<file path="src/rtl/uart_tx_mmio_if.sv">
// Core data-memory port as seen by the memory-mapped UART transmitter.
// The core drives the master side; the UART register block is the slave.
interface uart_tx_mmio_if;
    logic [31:0] addr;
    logic        we;
    logic [1:0]  mem_ctrl;
    logic [31:0] write_data;
    logic        sel;
    logic [31:0] read_data;

    modport master (
        output addr, we, mem_ctrl, write_data,
        input  sel, read_data
    );

    modport slave (
        input  addr, we, mem_ctrl, write_data,
        output sel, read_data
    );
endinterface

</file>
<file path="src/rtl/uart_tx_mmio.sv">
// Memory-mapped UART transmitter: TX FIFO fed by core stores, drained by a bit-serial FSM.
// Define UART_TX_PARITY_EN for 8E1 frames (even parity bit); default build sends 8N1.
module uart_tx_mmio #(
    parameter logic [31:0] BASE_ADDR   = 32'h0001_0000,
    parameter int          FIFO_DEPTH  = 8,
    parameter logic [15:0] DEFAULT_DIV = 16'd433
) (
    input  logic          clk,
    input  logic          reset,
    uart_tx_mmio_if.slave bus,
    output logic          tx
);
    localparam int          PW      = $clog2(FIFO_DEPTH);
    localparam logic [PW:0] PTR_ONE = {{PW{1'b0}}, 1'b1};
`ifdef UART_TX_PARITY_EN
    localparam logic PAR_EN = 1'b1;
    typedef enum logic [2:0] {IDLE, START, DATA, PARITY, STOP} state_t;
`else
    localparam logic PAR_EN = 1'b0;
    typedef enum logic [2:0] {IDLE, START, DATA, STOP} state_t;
`endif

    state_t      state, state_n;
    logic [15:0] baud_div, baud_cnt, baud_n;
    logic [2:0]  bit_cnt, bit_n;
    logic [7:0]  shift, shift_n;
    logic        tx_n;
    logic        ovf;
    logic [PW:0] wr_ptr, rd_ptr;
    logic [7:0]  fifo_mem [FIFO_DEPTH];
    logic [7:0]  head;
    logic        full, empty, busy;
    logic        wr_en, push_req, push, pop;
    logic [1:0]  offset;
    logic [31:0] rdata;
    logic        unused_bits;
`ifdef UART_TX_PARITY_EN
    logic        par_q, par_n;
`endif

    assign bus.sel  = (bus.addr[31:4] == BASE_ADDR[31:4]);
    assign offset   = bus.addr[3:2];
    assign wr_en    = bus.sel & bus.we;
    assign push_req = wr_en && (offset == 2'd0);
    assign full     = (wr_ptr[PW] != rd_ptr[PW]) && (wr_ptr[PW-1:0] == rd_ptr[PW-1:0]);
    assign empty    = (wr_ptr == rd_ptr);
    // A full FIFO still accepts a byte when the FSM frees a slot in the same cycle
    assign push     = push_req && (!full || pop);
    assign head     = fifo_mem[rd_ptr[PW-1:0]];
    assign busy     = (state != IDLE);
    assign unused_bits = ^{bus.addr[1:0], bus.write_data[31:16]};

    always_comb begin
        rdata = 32'h0;
        if (bus.sel) begin
            case (offset)
                2'd1:    rdata = {27'h0, PAR_EN, ovf, busy, empty, full};
                2'd2:    rdata = {16'h0, baud_div};
                default: rdata = 32'h0;
            endcase
        end
    end
    assign bus.read_data = rdata;

    always_ff @(posedge clk) begin
        if (reset) begin
            baud_div <= DEFAULT_DIV;
            ovf      <= 1'b0;
            wr_ptr   <= '0;
            rd_ptr   <= '0;
        end else begin
            if (wr_en && offset == 2'd2 && bus.mem_ctrl == 2'b10)
                baud_div <= bus.write_data[15:0];
            if (push_req && full && !pop)
                ovf <= 1'b1;
            else if (wr_en && offset == 2'd1 && bus.write_data[3])
                ovf <= 1'b0;
            if (push)
                wr_ptr <= wr_ptr + PTR_ONE;
            if (pop)
                rd_ptr <= rd_ptr + PTR_ONE;
        end
    end

    always_ff @(posedge clk) begin
        if (push)
            fifo_mem[wr_ptr[PW-1:0]] <= bus.write_data[7:0];
        shift <= shift_n;
`ifdef UART_TX_PARITY_EN
        par_q <= par_n;
`endif
    end

    always_ff @(posedge clk) begin
        if (reset) begin
            state    <= IDLE;
            tx       <= 1'b1;
            baud_cnt <= 16'h0;
            bit_cnt  <= 3'h0;
        end else begin
            state    <= state_n;
            tx       <= tx_n;
            baud_cnt <= baud_n;
            bit_cnt  <= bit_n;
        end
    end

    // Every state entry reloads the baud counter, so a new BAUD_DIV only affects the next bit
    always_comb begin
        state_n = state;
        baud_n  = baud_cnt;
        bit_n   = bit_cnt;
        shift_n = shift;
        pop     = 1'b0;
`ifdef UART_TX_PARITY_EN
        par_n   = par_q;
`endif
        case (state)
            IDLE: begin
                if (!empty) begin
                    pop     = 1'b1;
                    shift_n = head;
                    state_n = START;
                    baud_n  = baud_div;
`ifdef UART_TX_PARITY_EN
                    par_n   = ^head;
`endif
                end
            end
            START: begin
                if (baud_cnt == 16'h0) begin
                    state_n = DATA;
                    baud_n  = baud_div;
                    bit_n   = 3'h0;
                end else begin
                    baud_n = baud_cnt - 16'h1;
                end
            end
            DATA: begin
                if (baud_cnt == 16'h0) begin
                    baud_n = baud_div;
                    if (bit_cnt == 3'h7) begin
`ifdef UART_TX_PARITY_EN
                        state_n = PARITY;
`else
                        state_n = STOP;
`endif
                    end else begin
                        bit_n   = bit_cnt + 3'h1;
                        shift_n = {1'b0, shift[7:1]};
                    end
                end else begin
                    baud_n = baud_cnt - 16'h1;
                end
            end
`ifdef UART_TX_PARITY_EN
            PARITY: begin
                if (baud_cnt == 16'h0) begin
                    state_n = STOP;
                    baud_n  = baud_div;
                end else begin
                    baud_n = baud_cnt - 16'h1;
                end
            end
`endif
            STOP: begin
                if (baud_cnt == 16'h0) begin
                    if (!empty) begin
                        pop     = 1'b1;
                        shift_n = head;
                        state_n = START;
                        baud_n  = baud_div;
`ifdef UART_TX_PARITY_EN
                        par_n   = ^head;
`endif
                    end else begin
                        state_n = IDLE;
                    end
                end else begin
                    baud_n = baud_cnt - 16'h1;
                end
            end
            default: state_n = IDLE;
        endcase
    end

    // tx is computed from the next state so the pin itself comes straight from a flop
    always_comb begin
        case (state_n)
            START:   tx_n = 1'b0;
            DATA:    tx_n = shift_n[0];
`ifdef UART_TX_PARITY_EN
            PARITY:  tx_n = par_n;
`endif
            default: tx_n = 1'b1;
        endcase
    end
endmodule
</file>
<file path="src/flat_wrapper.sv">
// flat-port wrapper written by rule: the top's interface ports become plain ports
module uart_tx_mmio_flat 
#(
    parameter logic [31:0] BASE_ADDR   = 32'h0001_0000,
    parameter int          FIFO_DEPTH  = 8,
    parameter logic [15:0] DEFAULT_DIV = 16'd433
)
  (clk, reset, tx, bus_addr, bus_we, bus_mem_ctrl, bus_write_data, bus_sel, bus_read_data);
  uart_tx_mmio_if bus_i ();
  input  logic clk;
  input  logic reset;
  output logic tx;
  input wire logic [$bits(bus_i.addr)-1:0] bus_addr;
  input wire logic [$bits(bus_i.we)-1:0] bus_we;
  input wire logic [$bits(bus_i.mem_ctrl)-1:0] bus_mem_ctrl;
  input wire logic [$bits(bus_i.write_data)-1:0] bus_write_data;
  output wire logic [$bits(bus_i.sel)-1:0] bus_sel;
  output wire logic [$bits(bus_i.read_data)-1:0] bus_read_data;
  assign bus_i.addr = bus_addr;
  assign bus_i.we = bus_we;
  assign bus_i.mem_ctrl = bus_mem_ctrl;
  assign bus_i.write_data = bus_write_data;
  assign bus_sel = bus_i.sel;
  assign bus_read_data = bus_i.read_data;
  uart_tx_mmio #(.BASE_ADDR(BASE_ADDR), .FIFO_DEPTH(FIFO_DEPTH), .DEFAULT_DIV(DEFAULT_DIV)) u_core (.clk(clk), .reset(reset), .bus(bus_i), .tx(tx));
endmodule
</file>
<file path="config.mk">
export PLATFORM = sky130hd
export DESIGN_NAME = uart_tx_mmio_flat
export DESIGN_NICKNAME = d
export VERILOG_FILES = /design/src/rtl/uart_tx_mmio_if.sv /design/src/rtl/uart_tx_mmio.sv /design/src/flat_wrapper.sv
export SDC_FILE = /design/constraint.sdc
export NUM_CORES = 1
export LEC_CHECK = 0
export CAP_MARGIN = 20
export CORE_MARGIN = 4
export CORE_UTILIZATION = 35
export CTS_CLUSTER_DIAMETER = 50
export CTS_CLUSTER_SIZE = 25
export DETAILED_ROUTE_END_ITERATION = 8
export HOLD_SLACK_MARGIN = 0.05
export PLACE_DENSITY = 0.69
export SLEW_MARGIN = 5
export SYNTH_ARGS = -nofsm -noshare
export SYNTH_HDL_FRONTEND = slang
export SYNTH_SLANG_ARGS = --single-unit
</file>
<file path="constraint.sdc">
create_clock -name clk -period 6.63 [get_ports clk]
set_input_delay 0.9945 -clock clk [delete_from_list [all_inputs] [get_ports clk]]
set_output_delay 0.9945 -clock clk [all_outputs]
set_load 0.1 [all_outputs]
</file>
==> impl_metrics.json <==
{
  "tritoncts": "built",
  "antenna_cells": 0,
  "status": "finished clean",
  "postCtsSetupRepairBufs": 0,
  "globalplace.congestion": 0.950,
  "synth_largest_area_cell": "edfxtp_1",
  "ys_seq_area_share_pct": 52.6,
  "worst_pin_slew_ns": 1.15,
  "finalHoldViolCount": 0,
  "r2r_slack_ns": 3.45,
  "synth_edf_count": 71,
  "syn_area_um2": 6030,
  "startpoint_type": "primary input",
  "fin_setup_tns_ns": 0,
  "mostFrequentLayoutCells": "edfxtp_1 (71), clkdlybuf4s50_1 (68), nor2_1 (67)",
  "min_to": "u_core.ovf$_SDFFE_PP0P_",
  "vias": 4511,
  "multi_input_area_um2": 2610,
  "power.leakage_nw": 2.52,
  "whs_path_depth": 2,
  "grt_max_degree": 48,
  "clkLatencyLatePin_ns": 0.42,
  "cap_violations": 0,
  "firstDrtPassIters": 5,
  "synthArstFlopShare_pct": 0,
  "fin_crit_ns": 4.96,
  "num-fill-cells": 1507,
  "detail-route-antenna-nets": 0,
  "layout.area.seq_um2": 3170,
  "finalNetCount": 678,
  "start_util_pct": 36.0,
  "synth_top_area_share_pct": 35.3,
  "path_clk_slew_ns": 0.06,
  "fp.dieArea_um2": 19400,
  "synthToLayoutAreaGrowth_pct": 23.9,
  "fp.dieH_um": 139,
  "cts_max_path_buffers": 2,
  "clock_sinks": 123,
  "yosysWarningCount": 0,
  "postSynthCellCount": 539,
  "period_share_pct": 74.8,
  "r2r-end": "u_core.baud_cnt[12]$_SDFFE_PP0P_",
  "drive_gt1_share_pct": 11.3,
  "cp.required_ns": 5.64,
  "r2r-start": "u_core.state[2]$_SDFF_PP0_",
  "rr_worst_depth": 6,
  "min_path_type": "reg -> reg",
  "dp_hpwl_um": 10100,
  "drt_iter0_markers": 371,
  "layout_commonest_cell": "edfxtp_1",
  "grt_pass1_wl_um": 23600,
  "place_ws_ns": 1.66,
  "p_per_area_nw_per_um2": 252,
  "cts_buffers": 17,
  "rows": 47,
  "crit_type": "in -> out",
  "dpl-instance-area_um2": 6820,
  "clock.fmax_ghz": 0.202,
  "clk_root_buffer_cell": "clkbuf_16",
  "setup_viol": 0,
  "grtUsageTotal_pct": 15.1,
  "dp_cells": 799,
  "drc_errors": 0,
  "fin_area_um2": 7480,
  "fin_skew_ns": 0.0139,
  "antenna_found_initial": 0,
  "syn_avg_cell_area_um2": 11.2,
  "port_buffers": 68,
  "avgRoutedWirePerCell_um": 17.5,
  "die_w_um": 139,
  "holdCritStartpoint": "u_core.ovf$_SDFFE_PP0P_",
  "synth_area_leaders": "edfxtp_1 (35%), dfxtp_1 (17%), mux4_2 (6.0%), nor2_1 (4.2%), mux2i_1 (3.5%)",
  "htreeDepth": 4,
  "grt_overflow_total": 0,
  "drv_slew": 0,
  "core_um2": 16800,
  "io-pin-count": 103,
  "fin_cells": 833,
  "avgViaCountPerCell": 5.42,
  "ys.flop_type": "edfxtp_1",
  "arrival_ns": 3.97,
  "grt_setup_unrepaired": "no",
  "ctsResizeCount": 0,
  "first_global_vias": 4556,
  "yosysUniqueCellTypes": 60,
  "holdBufCountCts": 0,
  "wl_um": 14600,
  "final_core_util_pct": 44.6,
  "setup_slack_ns": 1.67,
  "yosys_register_bits": 123,
  "worstPathMaxFanout": 18,
  "end_kind": "primary output",
  "max_slew_margin_pct": 23.5,
  "ir_drop_uv": 146
}
-- synthesized netlist by cell type (10+ instances only) --
master / count
edfxtp_1: 71
nor2_1: 67
dfxtp_1: 52
nand2_1: 36
a21oi_1: 27
mux2i_1: 21
o21ai_0: 20
clkbuf_1: 19
buf_4: 17
mux4_2: 16
and3_1: 14
a22oi_1: 12
inv_1: 12
xnor2_1: 10
-- state kept, by name, summed over array words and instances (netlist names), named ones only --
signal           count
u_core.state         3
u_core.rd_ptr        4
u_core.baud_cnt     16
u_core.ovf           1
u_core.shift         8
u_core.wr_ptr        4
u_core.fifo_mem     64
u_core.bit_cnt       3
u_core.tx            1
u_core.baud_div     16
-- worst max-delay path, cell delays in order --
cell	delay (ns)
clkdlybuf4s50_1	0.40
nor4b_1	0.38
nand4_1	0.20
nor2_4	0.41
nand2_1	0.24
nor2_1	0.15
clkdlybuf4s50_1	1.18
-- cells by family (layout without fill, tap and decap cells) --
kind of cell             count (synthesis)  after routing  share of synthesized area [%]
buffers and inverters                   61            119                           5.16
AND/OR/NAND/NOR                        188            188                           16.5
multiplexers                            37             37                           9.46
adder cells (fa/ha/maj)                  9              9                           1.87
XOR/XNOR                                14             14                           2.03
AO/OA/AOI/OAI                          106            106                           12.3
other                                    1             17                         0.0622
flip-flops                             123            123                           52.6
-- stage by stage --
| stage | power (mW) | hold slack, ns |
|---|---|---|
| 2_1_floorplan | 0.890 | 0.432 |
| 3_3_place_gp | 0.924 | 0.442 |
| 3_5_place_dp | 0.926 | 0.451 |
| 4_1_cts | 1.90 | 0.459 |
| 5_1_grt | 1.94 | 0.492 |
| 6_report | 1.89 | 0.459 |
-- final cells by class --
type	instances	area share [%]
tap	220	3.68
timing repair buffer	75	10.0
clock inverter	15	2.69
sequential	123	42.4
multi-input combinational	371	34.9
clock buffer	17	5.69
inverter	12	0.603
-- per-layer routing --
layer	part of all wire (%)	global-route usage [%]	vias up	wire (um)
li1	-	-	2118	-
met5	0	0	-	0
met3	6.3	3.74	26	922
met4	2.2	5.77	0	323
met2	50	25.3	195	7220
met1	42	18.7	2172	6110
-- where the power goes --
part / internal [mW] / total (mW) / switching [mW]
Sequential: 0.810 / 0.813 / 0.00369
Combinational: 0.0312 / 0.0965 / 0.0653
Clock: 0.605 / 0.977 / 0.372
Total: 1.45 / 1.89 / 0.441
-- worst max path at each step --
stage	startpoint	to	slack (ns)	cells past startpoint
2_1_floorplan	bus_addr[14]	bus_read_data[0]	1.41	6
3_3_place_gp	bus_addr[14]	bus_read_data[0]	1.67	7
3_5_place_dp	bus_addr[14]	bus_read_data[0]	1.66	7
4_1_cts	bus_addr[14]	bus_read_data[0]	1.64	7
5_1_grt	bus_addr[14]	bus_read_data[0]	1.54	7
6_report	bus_addr[14]	bus_read_data[0]	1.67	7
(Power assumes the default switching activity.)
